### src/rtl/mem_pkg.sv
// Shared types and constants for the memory-access pipeline stage.
package mem_pkg;

    localparam int unsigned DATA_W      = 16;
    localparam int unsigned RD_W        = 4;
    localparam int unsigned CNT_W       = 2;
    localparam int unsigned HOLD_CYCLES = 3;

    localparam logic [1:0] MEM_ACC  = 2'b01;
    localparam logic [1:0] MEM_IDLE = 2'b00;

    localparam logic [DATA_W-1:0] SERIAL_DATA_ADDR = 16'hBF00;
    localparam logic [DATA_W-1:0] SERIAL_STAT_ADDR = 16'hBF01;

    typedef enum logic [1:0] {
        ST_IDLE    = 2'd0,
        ST_HOLD    = 2'd1,
        ST_CAPTURE = 2'd2
    } state_e;

    // Writeback fields kept for an in-flight memory request
    typedef struct packed {
        logic            read;
        logic [RD_W-1:0] rd;
        logic            regwrite;
    } pend_t;

endpackage

### src/rtl/mem_access_stage_if.sv
// Upstream, memory-controller and writeback signals of the memory-access stage.
interface mem_access_stage_if;
    import mem_pkg::*;

    logic              in_valid;
    logic              in_ready;
    logic              in_read;
    logic              in_write;
    logic [DATA_W-1:0] in_addr;
    logic [DATA_W-1:0] in_wdata;
    logic [DATA_W-1:0] in_alu;
    logic [RD_W-1:0]   in_rd;
    logic              in_regwrite;

    logic [DATA_W-1:0] address;
    logic [DATA_W-1:0] dataIn;
    logic [1:0]        memRead;
    logic [1:0]        memWrite;
    logic [DATA_W-1:0] dataOut;

    logic              wb_valid;
    logic [DATA_W-1:0] wb_data;
    logic [RD_W-1:0]   wb_rd;
    logic              wb_regwrite;
    logic              err;

    // Stage side
    modport slave (
        input  in_valid, in_read, in_write, in_addr, in_wdata, in_alu, in_rd, in_regwrite,
        input  dataOut,
        output in_ready, address, dataIn, memRead, memWrite,
        output wb_valid, wb_data, wb_rd, wb_regwrite, err
    );

    // Pipeline / controller side
    modport master (
        output in_valid, in_read, in_write, in_addr, in_wdata, in_alu, in_rd, in_regwrite,
        output dataOut,
        input  in_ready, address, dataIn, memRead, memWrite,
        input  wb_valid, wb_data, wb_rd, wb_regwrite, err
    );

endinterface

### src/rtl/mem_access_stage.sv
// Memory-access pipeline stage: forwards ALU results or holds a load/store
// request stable toward a slow memory controller and captures the response.
module mem_access_stage
    import mem_pkg::*;
#(
    parameter int unsigned HOLD_CYCLES_P = HOLD_CYCLES
) (
    input  logic              clk_i,
    input  logic              rst_i,
    mem_access_stage_if.slave bus_io
);

    localparam logic [CNT_W-1:0] CNT_LAST = CNT_W'(HOLD_CYCLES_P - 1);

    state_e            state_q, state_d;
    logic [CNT_W-1:0]  cnt_q, cnt_d;
    pend_t             pend_q, pend_d;

    logic              in_ready_q, in_ready_d;
    logic [1:0]        mem_read_q, mem_read_d;
    logic [1:0]        mem_write_q, mem_write_d;
    logic [DATA_W-1:0] address_q, address_d;
    logic [DATA_W-1:0] data_in_q, data_in_d;
    logic              wb_valid_q, wb_valid_d;
    logic [DATA_W-1:0] wb_data_q, wb_data_d;
    logic [RD_W-1:0]   wb_rd_q, wb_rd_d;
    logic              wb_regwrite_q, wb_regwrite_d;
    logic              err_q, err_d;

    logic accept_c;
    logic bad_req_c;
    logic mem_req_c;

    assign accept_c  = bus_io.in_valid && in_ready_q;
    assign bad_req_c = bus_io.in_read && bus_io.in_write;
    assign mem_req_c = accept_c && (bus_io.in_read ^ bus_io.in_write);

    // State register
    always_ff @(posedge clk_i) begin
        if (rst_i) begin
            state_q <= ST_IDLE;
            cnt_q   <= '0;
            pend_q  <= '0;
        end else begin
            state_q <= state_d;
            cnt_q   <= cnt_d;
            pend_q  <= pend_d;
        end
    end

    // Next-state logic
    always_comb begin
        state_d = state_q;
        cnt_d   = cnt_q;
        pend_d  = pend_q;
        case (state_q)
            ST_IDLE: begin
                if (mem_req_c) begin
                    state_d         = ST_HOLD;
                    cnt_d           = '0;
                    pend_d.read     = bus_io.in_read;
                    pend_d.rd       = bus_io.in_rd;
                    pend_d.regwrite = bus_io.in_regwrite;
                end
            end
            ST_HOLD: begin
                if (cnt_q == CNT_LAST) begin
                    state_d = ST_CAPTURE;
                    cnt_d   = '0;
                end else begin
                    cnt_d = cnt_q + CNT_W'(1);
                end
            end
            ST_CAPTURE: state_d = ST_IDLE;
            default:    state_d = ST_IDLE;
        endcase
    end

    // Output logic, evaluated one cycle ahead so every output is a flop
    always_comb begin
        in_ready_d    = (state_d == ST_IDLE);
        mem_read_d    = MEM_IDLE;
        mem_write_d   = MEM_IDLE;
        address_d     = address_q;
        data_in_d     = data_in_q;
        wb_valid_d    = 1'b0;
        wb_data_d     = wb_data_q;
        wb_rd_d       = wb_rd_q;
        wb_regwrite_d = wb_regwrite_q;
        err_d         = 1'b0;

        if (mem_req_c) begin
            address_d = bus_io.in_addr;
            data_in_d = bus_io.in_wdata;
        end

        if (state_d == ST_HOLD) begin
            mem_read_d  = pend_d.read ? MEM_ACC : MEM_IDLE;
            mem_write_d = pend_d.read ? MEM_IDLE : MEM_ACC;
        end

        // Pass-through; a request with both read and write set lands here too
        if (accept_c && !mem_req_c) begin
            wb_valid_d    = 1'b1;
            wb_data_d     = bus_io.in_alu;
            wb_rd_d       = bus_io.in_rd;
            wb_regwrite_d = bus_io.in_regwrite && !bad_req_c;
            err_d         = bad_req_c;
        end

        if (state_q == ST_CAPTURE) begin
            wb_valid_d    = 1'b1;
            wb_data_d     = pend_q.read ? bus_io.dataOut : '0;
            wb_rd_d       = pend_q.rd;
            wb_regwrite_d = pend_q.regwrite;
        end
    end

    always_ff @(posedge clk_i) begin
        if (rst_i) begin
            in_ready_q    <= 1'b1;
            mem_read_q    <= MEM_IDLE;
            mem_write_q   <= MEM_IDLE;
            address_q     <= '0;
            data_in_q     <= '0;
            wb_valid_q    <= 1'b0;
            wb_data_q     <= '0;
            wb_rd_q       <= '0;
            wb_regwrite_q <= 1'b0;
            err_q         <= 1'b0;
        end else begin
            in_ready_q    <= in_ready_d;
            mem_read_q    <= mem_read_d;
            mem_write_q   <= mem_write_d;
            address_q     <= address_d;
            data_in_q     <= data_in_d;
            wb_valid_q    <= wb_valid_d;
            wb_data_q     <= wb_data_d;
            wb_rd_q       <= wb_rd_d;
            wb_regwrite_q <= wb_regwrite_d;
            err_q         <= err_d;
        end
    end

    assign bus_io.in_ready    = in_ready_q;
    assign bus_io.memRead     = mem_read_q;
    assign bus_io.memWrite    = mem_write_q;
    assign bus_io.address     = address_q;
    assign bus_io.dataIn      = data_in_q;
    assign bus_io.wb_valid    = wb_valid_q;
    assign bus_io.wb_data     = wb_data_q;
    assign bus_io.wb_rd       = wb_rd_q;
    assign bus_io.wb_regwrite = wb_regwrite_q;
    assign bus_io.err         = err_q;

endmodule

### src/flat_wrapper.sv
// flat-port wrapper written by rule: the top's interface ports become plain ports
module mem_access_stage_flat import mem_pkg::*;
#(
    parameter int unsigned HOLD_CYCLES_P = HOLD_CYCLES
)
  (clk_i, rst_i, bus_io_in_valid, bus_io_in_read, bus_io_in_write, bus_io_in_addr, bus_io_in_wdata, bus_io_in_alu, bus_io_in_rd, bus_io_in_regwrite, bus_io_dataOut, bus_io_in_ready, bus_io_address, bus_io_dataIn, bus_io_memRead, bus_io_memWrite, bus_io_wb_valid, bus_io_wb_data, bus_io_wb_rd, bus_io_wb_regwrite, bus_io_err);
  mem_access_stage_if bus_io_i ();
  input  logic clk_i;
  input  logic rst_i;
  input wire logic [$bits(bus_io_i.in_valid)-1:0] bus_io_in_valid;
  input wire logic [$bits(bus_io_i.in_read)-1:0] bus_io_in_read;
  input wire logic [$bits(bus_io_i.in_write)-1:0] bus_io_in_write;
  input wire logic [$bits(bus_io_i.in_addr)-1:0] bus_io_in_addr;
  input wire logic [$bits(bus_io_i.in_wdata)-1:0] bus_io_in_wdata;
  input wire logic [$bits(bus_io_i.in_alu)-1:0] bus_io_in_alu;
  input wire logic [$bits(bus_io_i.in_rd)-1:0] bus_io_in_rd;
  input wire logic [$bits(bus_io_i.in_regwrite)-1:0] bus_io_in_regwrite;
  input wire logic [$bits(bus_io_i.dataOut)-1:0] bus_io_dataOut;
  output wire logic [$bits(bus_io_i.in_ready)-1:0] bus_io_in_ready;
  output wire logic [$bits(bus_io_i.address)-1:0] bus_io_address;
  output wire logic [$bits(bus_io_i.dataIn)-1:0] bus_io_dataIn;
  output wire logic [$bits(bus_io_i.memRead)-1:0] bus_io_memRead;
  output wire logic [$bits(bus_io_i.memWrite)-1:0] bus_io_memWrite;
  output wire logic [$bits(bus_io_i.wb_valid)-1:0] bus_io_wb_valid;
  output wire logic [$bits(bus_io_i.wb_data)-1:0] bus_io_wb_data;
  output wire logic [$bits(bus_io_i.wb_rd)-1:0] bus_io_wb_rd;
  output wire logic [$bits(bus_io_i.wb_regwrite)-1:0] bus_io_wb_regwrite;
  output wire logic [$bits(bus_io_i.err)-1:0] bus_io_err;
  assign bus_io_i.in_valid = bus_io_in_valid;
  assign bus_io_i.in_read = bus_io_in_read;
  assign bus_io_i.in_write = bus_io_in_write;
  assign bus_io_i.in_addr = bus_io_in_addr;
  assign bus_io_i.in_wdata = bus_io_in_wdata;
  assign bus_io_i.in_alu = bus_io_in_alu;
  assign bus_io_i.in_rd = bus_io_in_rd;
  assign bus_io_i.in_regwrite = bus_io_in_regwrite;
  assign bus_io_i.dataOut = bus_io_dataOut;
  assign bus_io_in_ready = bus_io_i.in_ready;
  assign bus_io_address = bus_io_i.address;
  assign bus_io_dataIn = bus_io_i.dataIn;
  assign bus_io_memRead = bus_io_i.memRead;
  assign bus_io_memWrite = bus_io_i.memWrite;
  assign bus_io_wb_valid = bus_io_i.wb_valid;
  assign bus_io_wb_data = bus_io_i.wb_data;
  assign bus_io_wb_rd = bus_io_i.wb_rd;
  assign bus_io_wb_regwrite = bus_io_i.wb_regwrite;
  assign bus_io_err = bus_io_i.err;
  mem_access_stage #(.HOLD_CYCLES_P(HOLD_CYCLES_P)) u_core (.clk_i(clk_i), .rst_i(rst_i), .bus_io(bus_io_i));
endmodule
### config.mk
export PLATFORM = sky130hd
export DESIGN_NAME = mem_access_stage_flat
export DESIGN_NICKNAME = d
export VERILOG_FILES = /design/src/rtl/mem_pkg.sv /design/src/rtl/mem_access_stage_if.sv /design/src/rtl/mem_access_stage.sv /design/src/flat_wrapper.sv
export SDC_FILE = /design/constraint.sdc
export NUM_CORES = 1
export LEC_CHECK = 0
export CORE_UTILIZATION = 25
export DETAILED_ROUTE_END_ITERATION = 7
export PLACE_DENSITY = 0.5
export SYNTH_ARGS = -nofsm -noshare
export SYNTH_HDL_FRONTEND = slang
export SYNTH_SLANG_ARGS = --single-unit
### constraint.sdc
create_clock -name clk_i -period 2.2 [get_ports clk_i]
set_input_delay 0.44 -clock clk_i [delete_from_list [all_inputs] [get_ports clk_i]]
set_output_delay 0.44 -clock clk_i [all_outputs]
set_load 0.01 [all_outputs]
; ---- Yosys cells after proc, flatten, opt, wreduce, memory -nomap -nowiden
; Cells that the tools add are included.
[totals]
mem_bits_rw = 0
elab_cells = 58
romBits = 0
inputBits = 74
out_inout_bits = 60
reg_bits = 70
latch_bits = 0
n_memories = 0
[op_classes]
bitwise = 3
mux = 19
div_mod_pow = 0
n_addsub = 1
n_reduce_logical = 15
n_lt_le_gt_ge = 0
eq_ne = 5
n_shift = 0
mul = 0
[op_table]
columns = cell, count
row1 = $mux 16, 3
row2 = $mux 6, 2
row3 = $mux 2, 4
row4 = $mux 4, 2
row5 = $pmux 2 s2, 2
row6 = $mux 1, 6
row7 = $logic_and 1x1->1, 5
row8 = $eq 2x1->1 const B, 2
row9 = $eq 2x2->1 const B, 2
row10 = $logic_not 2->1, 2
row11 = $reduce_and 2->1, 2
row12 = $reduce_bool 2->1, 2
row13 = $reduce_or 2->1, 2
row14 = $add 2x1->2 const B, 1
row15 = $logic_not 1->1, 2
row16 = $ne 2x1->1 const B, 1
row17 = $not 1->1, 2
row18 = $xor 1x1->1, 1

; ---- Longest topological paths before layout
[logic_depth]
word_depth = 7
depth_mapped = 6
ltp_nobuf = 4

; ---- Worst setup path before layout
; No wires, ideal clock.
[synth_timing]
kind = input port to flip-flop
from = input bus_io_in_write
to = register u_core.wb_data_q[10] (netlist: u_core.bus_io.wb_data[10])
setup_slack_ns = 0.476
arrival_ns = 1.636
setup_ns = 0.089
t_required_ns = 2.111
n_path_buf = 2
cell_stages = 6
path_cell_list = ha_1 > and3b_1 > buf_2 > clkbuf_1 > nor3_1 > a311oi_2
[synth_between]
elab_chain_len = 5
[synth_lines]
columns = element, line_no
row1 = from (decl), flat_wrapper.sv:12  ; input wire logic [$bits(bus_io_i.in_write)-1:0] bus_io_in_write;
row2 = $xor 1x1->1, mem_access_stage.sv:36  ; assign mem_req_c = accept_c && (bus_io.in_read ^ bus_io.in_write);
row3 = $logic_and 1x1->1, mem_access_stage.sv:36
row4 = $logic_not 1->1, mem_access_stage.sv:103  ; if (accept_c && !mem_req_c) begin
row5 = $logic_and 1x1->1, mem_access_stage.sv:103
row6 = $reduce_bool 2->1 (no line), -
row7 = to (signal assigned), mem_access_stage.sv:138  ; wb_data_q <= wb_data_d;
row8 = to (decl), mem_access_stage.sv:25  ; logic [DATA_W-1:0] wb_data_q, wb_data_d;
; No other way between the ends.
; A chain may end at the register's enable or synchronous reset.

; ---- Final worst setup path
[layout_timing]
from = input bus_io_in_write
to = register u_core.wb_rd_q[2] (netlist: u_core.bus_io.wb_rd[2])
[layout_between]
elab_chain_len = 5
[layout_lines]
columns = element, line_no
row1 = $xor 1x1->1, mem_access_stage.sv:36
row2 = $logic_and 1x1->1, mem_access_stage.sv:36
row3 = $logic_not 1->1, mem_access_stage.sv:103
row4 = $logic_and 1x1->1, mem_access_stage.sv:103
row5 = $reduce_bool 2->1 (no line), -
row6 = to (signal assigned), mem_access_stage.sv:139  ; wb_rd_q <= wb_rd_d;
row7 = to (decl), mem_access_stage.sv:26  ; logic [RD_W-1:0] wb_rd_q, wb_rd_d;
; No other way between the ends.

==> impl_results.md <==
- Setup Buffers After CTS: 0
- Comb pwr share: 0.202
- PostCTS Resize Cnt: 0
- WL per Instance: 14.2 um
- Most area-consuming cells after synthesis: dfxtp_1 (49%), nand2_1 (12%), a311oi_2 (10%)
- PD cells: 683 nW/um^2
- Core Footprint: around 11,000 um^2
- Clock root cell: clkbuf_8
- Filler cells: 1,107
- Post-synthesis sequential area ratio: 0.487
- Slew of the pin with the lowest slew margin: roughly 0.63 ns
- CP Class: in -> reg
- Setup TNS: 0 ns
- Switching share of total power: 0.264
- Max Fclk: 548 MHz
- Drt pass-1 iters: 4
- Vias per inst: around 4.6
- Total CTS buffers: 9
- Crit-path max cell delay: about 0.42 ns
- Diode count: 0
- Final Hold Fails: 0
- Slew Viols, Final: 0
- Clk pwr share: 0.344
- Crit path DAT: 2.02 ns
- Top FF cell, synth: dfxtp_1
- Cell count after synthesis: between 300 and 400
- CP Capture Type: flop
- Sw power: about 800 uW
- Number of global-route vias before repair: roughly 2,800
- Worst clock skew: between 0.01 and 0.015 ns
- Status: finished clean
- Final WL: around 8.4 mm
- Gr ovfl total: 0
- DP HPWL: 6.01 mm
- Max Fanout on Critical Path: 22
- Synth top area share: 0.487
- Total track usage: 0.152
- GP Congestion: approximately 0.71
- CTS tree: built
- CP Cell Sequence: clkdlybuf4s50_1, ha_1, and3b_1, or2_4, a311oi_2
- Cts hold-fix bufs: 0
- Post-place setup slack: roughly 0.0064 ns
- Sequential fraction of design power: 0.454
- IR drop worst, VDD: approximately 280 uV
- Area Growth Syn to Fin: 57.5%
- Crit path max-delay cell type: clkdlybuf4s50_1
- CP required: around 2.4 ns
- Die W: 108 um
- Num rows: 38
- Yosys top cell by area: dfxtp_1
- Post-synthesis cell type count: 26
- # setup viols final: 0
- Initial antenna violation count: 0
- Pint: around 2.2 mW
- Buffers on Ports: about 130
- Max transition margin: 0.580
- Max-Cap Viols: 0
- Asr flop ratio synth: 0
- Tcrit/Tclk final: 0.830
- Leak: roughly 1.6 nW
- R2R setup slack: roughly 0.50 ns
- Final Util: 0.405
- Initial detailed-routing violation count: 78
- Clk sinks: between 60 and 70
- Top-count cell post-synth: nand2_1
- DRC Markers: 0
- Ports: ~130
- Clk buf depth: 2
- Post-synth EDFFs: 0
- Setup crit start kind: input pin
- Minimum clock period: approximately 1.8 ns
- Synthesized flop and latch total: between 60 and 70
- DIE AREA: 11,600 um^2
- DR vias: roughly 2,700
- Insertion delay to the later sink of the worst-skew pair: 0.34 ns
- H-tree depth: 3
- Setup repair after global routing missed its margin: false
- Cell area after synthesis: about 2800 um^2
- Synth Warn #: 0
- Most instantiated cells after synthesis: nand2_1 (89), dfxtp_1 (68), a21oi_1 (41)
- Layout cell share with drive strength beyond 1: 0.106
- Starting Density: 0.257
- Total Nets Final: ~520
- CTS clk-pin slew, worst paths: approximately 0.07 ns
- Post-route ant nets: 0
- Largest net degree at the start of global routing: 37
- Die Height: 108 um
- Final worst slack: roughly 0.37 ns
- Hold Path Class: reg -> reg
- First-pass GRT wire length: between 10 and 15 mm
- Syn Area/Cell: between 8 and 9 um^2
==> layout make-up <==
class / instances / area [um^2] / share of cell area
tap: 140 / 175 / 0.0398
sequential: 68 / 1360 / 0.309
inverter: 1 / 3.75 / 0.000852
clock buffer: 12 / 145 / 0.0329
multi-input combinational: 226 / 1260 / 0.286
timing repair buffer: 142 / 1410 / 0.321
clock inverter: 4 / 48.8 / 0.0111
==> path summary, 6_finish.rpt <==
kind	endpoint	cells after the start	from
worst max register to register	u_core.bus_io.wb_rd[2]$_SDFFE_PP0P_	3	u_core.state_q[1]$_SDFF_PP0_
worst max-delay path	u_core.bus_io.wb_rd[2]$_SDFFE_PP0P_	5	bus_io_in_write
worst min-delay path	u_core.bus_io.address[4]$_SDFFE_PP0P_	2	u_core.bus_io.address[4]$_SDFFE_PP0P_
worst min register to register	u_core.bus_io.address[4]$_SDFFE_PP0P_	2	u_core.bus_io.address[4]$_SDFFE_PP0P_
==> flip-flops by register name (all words and copies together), names as in the netlist, 2 cells and up <==
name                   flops
u_core.cnt_q               2
u_core.state_q             2
u_core.bus_io.address     16
u_core.bus_io.wb_rd        4
u_core.bus_io.dataIn      16
u_core.bus_io.wb_data     16
u_core.pend_q              6
==> worst max-delay path: cells and delay by family <==
kind | cells | cell delay [ns]
buf+inv | 1 | 0.42
fa+ha+maj | 1 | 0.35
simple gates | 2 | 0.66
compound gates | 1 | 0.15
==> through the flow <==
| step | instance area [um^2] | instances | hold slack (ns) | total power, mW |
|---|---|---|---|---|
| after floorplan | 2800 | 328 | 0.454 | 1.66 |
| after global placement | 4210 | 577 | 0.442 | 2.00 |
| after detailed placement | 4210 | 577 | 0.446 | 2.01 |
| after CTS | 4410 | 593 | 0.457 | 3.07 |
| after global routing | 4410 | 593 | 0.479 | 3.18 |
| final | 4410 | 593 | 0.454 | 3.01 |
==> layout by cell type (no fill, tap or decap), drive strengths merged <==
| cell type | n |
|---|---|
| nand2 | 89 |
| clkdlybuf4s50 | 130 |
| dfxtp | 68 |
| clkinv | 3 |
| a311oi | 21 |
| and3b | 3 |
| nor2b | 2 |
| bufinv | 1 |
| conb | 2 |
| or2 | 2 |
| nor3 | 22 |
| a21oi | 41 |
| nand3b | 4 |
| nand2b | 1 |
| clkbuf | 12 |
| nand3 | 24 |
| nor2 | 3 |
| buf | 12 |
| inv | 1 |
| a31oi | 1 |
| and3 | 1 |
| o21ai | 9 |
| ha | 1 |
==> cells by family after synthesis <==
kind of cell,after synthesis,share of synthesized area
adders and majority gates,1,0.00447
buffers and inverters,34,0.0648
DFF,68,0.487
other,1,0.00134
and+or+nand+nor,151,0.243
AOI/OAI and AO/OA,72,0.200
==> power by group through the flow <==
stage,clock (mW),combinational [mW],sequential (mW)
after floorplan,0,0.246,1.42
after global placement,0,0.608,1.40
after detailed placement,0,0.614,1.40
after CTS,1.08,0.616,1.37
after global routing,1.14,0.664,1.38
final,1.04,0.607,1.37
==> metal layers <==
metal / track usage / vias up / routed length [um]
li1: - / 1362 / -
met1: 0.179 / 1265 / 3640
met2: 0.253 / 90 / 4040
met3: 0.0406 / 14 / 540
met4: 0.0734 / 0 / 195
met5: 0 / - / 0
Power figures use the tool's default switching activity.
